**src/rtl/traffic_car_source_pkg.sv**
```systemverilog
// Shared definitions for the vehicle-side traffic model: lane state encoding and
// default queue width / crossing time.
package traffic_car_source_pkg;

    typedef enum logic {
        LANE_IDLE  = 1'b0,
        LANE_CROSS = 1'b1
    } lane_state_e;

    localparam int DEF_QW           = 4;
    localparam int DEF_CROSS_CYCLES = 3;

endpackage

```
**src/rtl/traffic_car_source_lane.sv**
```systemverilog
// One direction of traffic: a saturating queue counter plus a crossing FSM that
// releases one car every CROSS_CYCLES+1 edges while the lane's light is green.
module traffic_lane
    import traffic_car_source_pkg::*;
#(
    parameter int QW           = DEF_QW,
    parameter int CROSS_CYCLES = DEF_CROSS_CYCLES
) (
    input  logic          clock,
    input  logic          reset_n,
    input  logic          arrive,
    input  logic          light,
    input  logic          both_green,
    output logic          car,
    output logic [QW-1:0] count,
    output logic          depart,
    output logic          overflow
);

    localparam int TW = $clog2(CROSS_CYCLES + 1);
    localparam logic [QW-1:0] QMAX  = '1;
    localparam logic [TW-1:0] TLAST = TW'(CROSS_CYCLES - 1);

    lane_state_e   state_q;
    logic [TW-1:0] timer_q;
    logic [QW-1:0] count_q;
    logic          depart_q;
    logic          ovf_q;

    logic go;
    logic at_last;
    logic dep_evt;

    // A conflicting light pair counts as red for both lanes.
    assign go      = light && !both_green;
    assign at_last = (timer_q == TLAST);
    assign dep_evt = (state_q == LANE_CROSS) && go && at_last && (count_q != '0);

    always_ff @(posedge clock or negedge reset_n) begin
        if (!reset_n) begin
            state_q  <= LANE_IDLE;
            timer_q  <= '0;
            count_q  <= '0;
            depart_q <= 1'b0;
            ovf_q    <= 1'b0;
        end else begin
            depart_q <= dep_evt;
            case (state_q)
                LANE_IDLE: begin
                    if (count_q != '0 && go) begin
                        state_q <= LANE_CROSS;
                        timer_q <= '0;
                    end
                end
                LANE_CROSS: begin
                    if (!go || at_last) begin
                        state_q <= LANE_IDLE;
                        timer_q <= '0;
                    end else begin
                        timer_q <= timer_q + TW'(1);
                    end
                end
                default: begin
                    state_q <= LANE_IDLE;
                    timer_q <= '0;
                end
            endcase
            if (arrive && !dep_evt) begin
                if (count_q == QMAX) ovf_q <= 1'b1;
                else                 count_q <= count_q + QW'(1);
            end else if (!arrive && dep_evt) begin
                count_q <= count_q - QW'(1);
            end
        end
    end

    assign car      = (count_q != '0);
    assign count    = count_q;
    assign depart   = depart_q;
    assign overflow = ovf_q;

endmodule

```
**src/rtl/traffic_car_source.sv**
```systemverilog
// Vehicle source feeding the traffic light controller: two independent lanes,
// a sticky conflict detector for both-green, and a combined overflow flag.
module traffic_car_source
    import traffic_car_source_pkg::*;
#(
    parameter int QW           = DEF_QW,
    parameter int CROSS_CYCLES = DEF_CROSS_CYCLES
) (
    input  logic          clock,
    input  logic          reset_n,
    input  logic          ew_arrive,
    input  logic          ns_arrive,
    input  logic          EWLite,
    input  logic          NSLite,
    output logic          EWCar,
    output logic          NSCar,
    output logic [QW-1:0] ew_count,
    output logic [QW-1:0] ns_count,
    output logic          ew_depart,
    output logic          ns_depart,
    output logic          overflow,
    output logic          conflict
);

    logic both_green;
    logic ew_ovf;
    logic ns_ovf;
    logic conflict_q;

    assign both_green = EWLite && NSLite;

    traffic_lane #(.QW(QW), .CROSS_CYCLES(CROSS_CYCLES)) u_ew (
        .clock      (clock),
        .reset_n    (reset_n),
        .arrive     (ew_arrive),
        .light      (EWLite),
        .both_green (both_green),
        .car        (EWCar),
        .count      (ew_count),
        .depart     (ew_depart),
        .overflow   (ew_ovf)
    );

    traffic_lane #(.QW(QW), .CROSS_CYCLES(CROSS_CYCLES)) u_ns (
        .clock      (clock),
        .reset_n    (reset_n),
        .arrive     (ns_arrive),
        .light      (NSLite),
        .both_green (both_green),
        .car        (NSCar),
        .count      (ns_count),
        .depart     (ns_depart),
        .overflow   (ns_ovf)
    );

    always_ff @(posedge clock or negedge reset_n) begin
        if (!reset_n) conflict_q <= 1'b0;
        else if (both_green) conflict_q <= 1'b1;
    end

    assign overflow = ew_ovf || ns_ovf;
    assign conflict = conflict_q;

endmodule
```
**config.mk**
```make
export PLATFORM = sky130hd
export DESIGN_NAME = traffic_car_source
export DESIGN_NICKNAME = d
export VERILOG_FILES = /design/src/rtl/traffic_car_source_pkg.sv /design/src/rtl/traffic_car_source_lane.sv /design/src/rtl/traffic_car_source.sv
export SDC_FILE = /design/constraint.sdc
export NUM_CORES = 1
export LEC_CHECK = 0
export BUFFER_PORTS_ARGS = -buffer_cell sky130_fd_sc_hd__buf_2
export CORE_ASPECT_RATIO = 2
export CORE_MARGIN = 2
export CORE_UTILIZATION = 35
export DETAILED_ROUTE_END_ITERATION = 10
export GPL_TIMING_DRIVEN = 0
export PLACE_DENSITY = 0.65
export SLEW_MARGIN = 20
export SYNTH_ARGS = -nofsm -noshare
export SYNTH_HDL_FRONTEND = slang
export SYNTH_SLANG_ARGS = --single-unit
export TNS_END_PERCENT = 50
```
**constraint.sdc**
```tcl
create_clock -name clock -period 4.9 [get_ports clock]
set_clock_uncertainty 0.05 [all_clocks]
set_input_delay 0.735 -clock clock [delete_from_list [all_inputs] [get_ports clock]]
set_output_delay 0.735 -clock clock [all_outputs]
set_load 0.05 [all_outputs]
```
Yosys cells after proc, flatten, opt, wreduce, memory -nomap -nowiden
Index checks and enable logic that the tools add are counted.
{"block": "classes", "n_addsub": 6, "reduce_logical": 33, "eq_ne": 8, "n_mux": 18, "n_bitwise": 2}
{"cell": "4-bit two-way mux", "n": 6}
{"cell": "1-bit logical AND", "n": 15}
{"cell": "4-bit by 1-bit adder with 4-bit output, second input constant", "n": 2}
{"cell": "4-bit == test, second input constant", "n": 2}
{"cell": "2-bit two-way mux", "n": 4}
{"cell": "2-bit one-hot mux with 2 select lines", "n": 2}
{"cell": "2-bit AND reduction", "n": 4}
{"cell": "4-bit nonzero test", "n": 2}
{"cell": "4-bit by 1-bit subtractor with 4-bit output, second input constant", "n": 2}
{"cell": "1-bit zero test", "n": 7}
{"cell": "2-bit by 1-bit adder with 2-bit output, second input constant", "n": 2}
{"cell": "2-bit == test, second input constant", "n": 2}
{"cell": "1-bit two-way mux", "n": 4}
{"cell": "2-bit by 1-bit inequality test with 1-bit output, second input constant", "n": 2}
{"cell": "2-bit inequality test, second input constant", "n": 2}
{"cell": "1-bit one-hot mux with 2 select lines", "n": 2}
{"cell": "2-bit nonzero test", "n": 2}
{"cell": "1-bit logical OR", "n": 3}
{"cell": "1-bit inverter", "n": 2}
{"block": "word_totals", "out_inout_bits": 14, "in_bits": 6, "regBits": 19}

Logic depth before layout (Yosys ltp)
{"block": "depth", "ltp_word": 10, "ltp_mapped": 10, "mapped_depth_nobuf": 10}

Cells and area by module
A second synthesis with hierarchy kept.
{"block": "hier_totals", "hier_cells": 100, "hier_area_um2": 1156.1}
{"module": "traffic_lane", "area_each_um2": 555.5, "instances": 2, "cells_per_inst": 48}
{"module": "traffic_car_source", "area_each_um2": 45.0, "instances": 1, "cells_per_inst": 4}

Worst setup path before layout
Ideal clock, no wire load.
{"block": "synth_path", "kind": "register to register", "startpoint": "register u_ew.count_q[0], in the netlist u_ew.count[0]", "endpoint": "register u_ew.count_q[3], in the netlist u_ew.count[3]", "setup_ns": 0.082, "path_stages_with_launch": 10, "synth_period_minus_slack_ns": 2.607, "arrival_ns": 2.475, "n_path_buf": 0, "path_slack_ns": 2.293, "path_cell_list": "dfrtp_1 > nor4_2 > inv_2 > nand2b_2 > nand2_1 > ha_1 > a21o_1 > a21oi_1 > mux2i_1 > xor2_1"}
{"block": "synth_between", "elab_chain_len": 6, "elab_cells_between_ends": 14}
{"element": "from (decl)", "line": "traffic_car_source_lane.sv:26", "source": "logic [QW-1:0] count_q;"}
{"element": "from (signal assigned)", "line": "traffic_car_source_lane.sv:70", "source": "else count_q <= count_q + QW'(1);"}
{"element": "from (signal assigned)", "line": "traffic_car_source_lane.sv:72", "source": "count_q <= count_q - QW'(1);"}
{"element": "4-bit nonzero test *"}
{"element": "net EWCar", "line": "traffic_car_source.sv:15", "source": "output logic EWCar,"}
{"element": "1-bit logical AND *", "line": "traffic_car_source_lane.sv:37", "source": "assign dep_evt = (state_q == LANE_CROSS) && go && at_last && (count_q != '0);"}
{"element": "1-bit zero test", "line": "traffic_car_source_lane.sv:68", "source": "if (arrive && !dep_evt) begin"}
{"element": "1-bit logical AND", "line": "traffic_car_source_lane.sv:68"}
{"element": "2-bit inequality test (no source line) or 2-bit nonzero test (tied branches)"}
{"element": "2-bit AND reduction (no source line)"}
The timed path passes the listed nets; every way through them passes the cells marked *. The select of a mux whose other input is x is not followed.
A chain may end at the register's enable or synchronous reset.

Worst setup path after layout
{"block": "layout_path", "startpoint": "register u_ns.timer_q[0]", "endpoint": "register u_ns.count_q[3], in the netlist u_ns.count[3]"}
{"block": "layout_between", "elab_chain_len": 7, "elab_cells_between_ends": 10}
{"element": "from (decl)", "line": "traffic_car_source_lane.sv:25", "source": "logic [TW-1:0] timer_q;"}
{"element": "from (signal assigned)", "line": "traffic_car_source_lane.sv:60", "source": "timer_q <= timer_q + TW'(1);"}
{"element": "2-bit == test *", "line": "traffic_car_source_lane.sv:36", "source": "assign at_last = (timer_q == TLAST);"}
{"element": "1-bit logical AND * (2 in series)", "line": "traffic_car_source_lane.sv:37"}
{"element": "1-bit zero test", "line": "traffic_car_source_lane.sv:68"}
{"element": "1-bit logical AND", "line": "traffic_car_source_lane.sv:68"}
{"element": "2-bit inequality test (no source line) or 2-bit nonzero test (tied branches)"}
{"element": "2-bit AND reduction (no source line)"}
{"element": "to (signal assigned)", "line": "traffic_car_source_lane.sv:70"}
{"element": "to (signal assigned)", "line": "traffic_car_source_lane.sv:72"}
{"element": "to (decl)", "line": "traffic_car_source_lane.sv:26"}
Every way passes the cells marked *; elsewhere a longest branch is shown, timed or not.

==> results by group <==
Setup path
  • Worst reg2reg path depth: 9
  • Critical path class: flip-flop to flip-flop
  • Crit path required time: 5.03 ns
  • Critical Path AT: 2.64 ns
  • CP endpoint kind: flip-flop
  • CP Launch Type: flip-flop
  • Crit path max fanout: 9

Clock tree
  • Clock slew at reported path FFs: 0.07 ns
  • Clk Latency, worst-skew pair: 0.26 ns
  • Max clock buf depth: 2
  • Total CTS buffers: 3
  • CTS tree: yes
  • Number of buffers added for setup after CTS: 0
  • # hold bufs at CTS: 0
  • Root Buffer: clkbuf_8
  • H-tree Lvls: 1
  • Resized Gates After CTS: 0
  • Total clock sinks: 19

Synth
  • Seq/Total Area, Yosys: 0.425
  • Synthesized area: 1120 µm²
  • Post-synth top flop: dfrtp_1
  • Warnings from Yosys: 0
  • Mapped Nets: 117
  • Mapped Cells: 103
  • EDFF count, synth: 0
  • Async SR Flop Fraction: 1.00
  • Synth cell types: 37
  • Flops & latches, synth: 19
  • Mean Syn Cell Area: 10.9 µm²

Routing
  • DRT Wirelength: 2140 µm
  • Vias/cell: 5.79
  • Final ANT Viol Nets: 0
  • Total number of vias: 904
  • Pre-Repair DR Iteration Count: 3
  • Starting DRT DRC Count: 10
  • Remaining DRCs: 0
  • Drt wl/cell: 13.7 µm

Outcome
  • Status: finished, final reports clean

Placement
  • DPL Wire Length: 1700 µm
  • DP Worst Slack: 2.16 ns
  • # port buffers: 18
  • RD Place Congestion: 0.826
  • Placed Area: 1250 µm²
  • Cells after DPL: 152

Die
  • Rows: 29
  • Starting density of the core: 0.358
  • Die Y: 84.0 µm
  • Boundary Pins: 20
  • Die width: 44.0 µm
  • Die area: 3690 µm²
  • Core area: 3120 µm²

STA
  • Final setup fails: 0
  • Max frequency: 400 MHz
  • Tmin final: 2.50 ns
  • Fin. max-slew vios: 0
  • Slew headroom: 0.720
  • Fin Hold WS: 0.354 ns
  • Setup WS post-layout: 2.40 ns
  • Post-Route Setup TNS: 0 ns
  • Crit share post-route: 0.511
  • Measured slew at the worst slew-check pin: 0.420 ns
  • RSZ-0062 raised after global routing: no
  • Final hold viol count: 0

Global routing
  • GRT Overall Usage: 0.134
  • Largest net degree at the start of global routing: 20
  • Antenna violations before repair: 0
  • Number of global-route vias before repair: 953
  • First-pass GRT wire length: 3880 µm
  • Total grt overflow: 0

Power and ir drop
  • PD cells: 541 nW/µm²
  • Comb power frac: 0.470
  • Clock Power Share: 0.154
  • Leakage Power: 0.643 nW
  • Share of power burned in registers: 0.376
  • Switching power: 0.333 mW
  • Power Internal: 0.366 mW
  • Max IR drop VDD: 0.000376 V
  • Switch share: 0.476

Finish
  • Post-route cell area: 1290 µm²
  • Area Overhead vs Synth: 15.5%
  • Commonest non-fill, non-tap cell in the layout: dfrtp_1
  • Layout Cells excl Fill: 156
  • Share of cells above drive strength 1: 0.264
  • Most frequent cells in the layout: dfrtp_1, buf_2, nand2_1, a21oi_1, ha_1
  • Layout Nets: 140
  • # diodes: 0

Hold path
  • Type of the most critical hold path: input pin to asynchronous set/reset pin

Flow run
  • Maximum Capacitance Violations: 0
-- per-layer routing --
metal / wire, µm / vias up / share of wire / GRT usage
met5: 0 / - / 0 / 0
met4: 57 / 0 / 0.027 / 0.0634
met3: 92 / 5 / 0.043 / 0.0195
met2: 1190 / 23 / 0.55 / 0.246
met1: 801 / 455 / 0.37 / 0.139
li1: - / 421 / - / -
-- cell type report --
| cell class | instances | area [µm²] |
|---|---|---|
| fill | 319 | 1830 |
| clock buffer | 4 | 45.0 |
| multi-input combinational | 76 | 613 |
| inverter | 7 | 26.3 |
| timing repair buffer | 18 | 90.1 |
| tap | 31 | 38.8 |
| sequential | 19 | 475 |
| buffer | 1 | 3.75 |
-- critical path, stage by stage, from the launching register on --
cell and delay, ns:
dfrtp_1 0.39, inv_1 0.06, ha_1 0.23, nand4b_4 0.18
o21ai_1 0.39, ha_1 0.32, a21o_1 0.17, a21oi_1 0.19
mux2i_2 0.28, xor2_1 0.16
-- cell families after synthesis --
| group | share of synthesized area |
|---|---|
| multiplexers | 0.0302 |
| buffers and inverters | 0.0268 |
| adder cells (fa/ha/maj) | 0.103 |
| XOR/XNOR | 0.0391 |
| flip-flops | 0.425 |
| AO/OA/AOI/OAI | 0.186 |
| AND/OR/NAND/NOR | 0.190 |
-- metrics by stage --
| step | power, mW | util |
|---|---|---|
| floorplan | 0.518 | - |
| global placement | 0.591 | 0.400 |
| detailed placement | 0.598 | 0.400 |
| CTS | 0.709 | 0.414 |
| global route | 0.750 | 0.414 |
| finish | 0.699 | 0.414 |
-- synthesized netlist by cell type (3+ instances only) --
master / instances / area share
a21o_1: 3 / 0.020
nand2_1: 9 / 0.030
ha_1: 6 / 0.067
a21oi_1: 9 / 0.040
o21ai_0: 5 / 0.022
inv_1: 4 / 0.013
xor2_1: 4 / 0.031
o211ai_1: 3 / 0.020
dfrtp_1: 19 / 0.43
inv_2: 3 / 0.010
-- power groups by stage --
stage	Combinational, mW	Sequential, mW	Clock [mW]
floorplan	0.164	0.354	0
global placement	0.326	0.265	0
detailed placement	0.330	0.268	0
CTS	0.333	0.264	0.112
global route	0.356	0.274	0.120
finish	0.329	0.263	0.107
-- state kept, by name, indices dropped and copies added (netlist names), 2 cells and up --
signal and flops:
u_ew.count 4, u_ns.count 4, u_ew.timer_q 2, u_ns.timer_q 2
-- worst paths after layout --
path / start / end / slack, ns
setup reg to reg: u_ns.timer_q[0]$_DFFE_PN0P_ / u_ns.count[3]$_DFFE_PN0P_ / 2.40
hold reg to reg: conflict$_DFFE_PN0P_ / conflict$_DFFE_PN0P_ / 0.41
max in group asynchronous: reset_n / u_ns.state_q$_DFF_PN0_ / 4.15
hold / removal: reset_n / u_ew.count[2]$_DFFE_PN0P_ / 0.35
setup / recovery: u_ns.timer_q[0]$_DFFE_PN0P_ / u_ns.count[3]$_DFFE_PN0P_ / 2.40
min in group clock: conflict$_DFFE_PN0P_ / conflict$_DFFE_PN0P_ / 0.41
No activity file was read; power rests on OpenSTA's default activity.
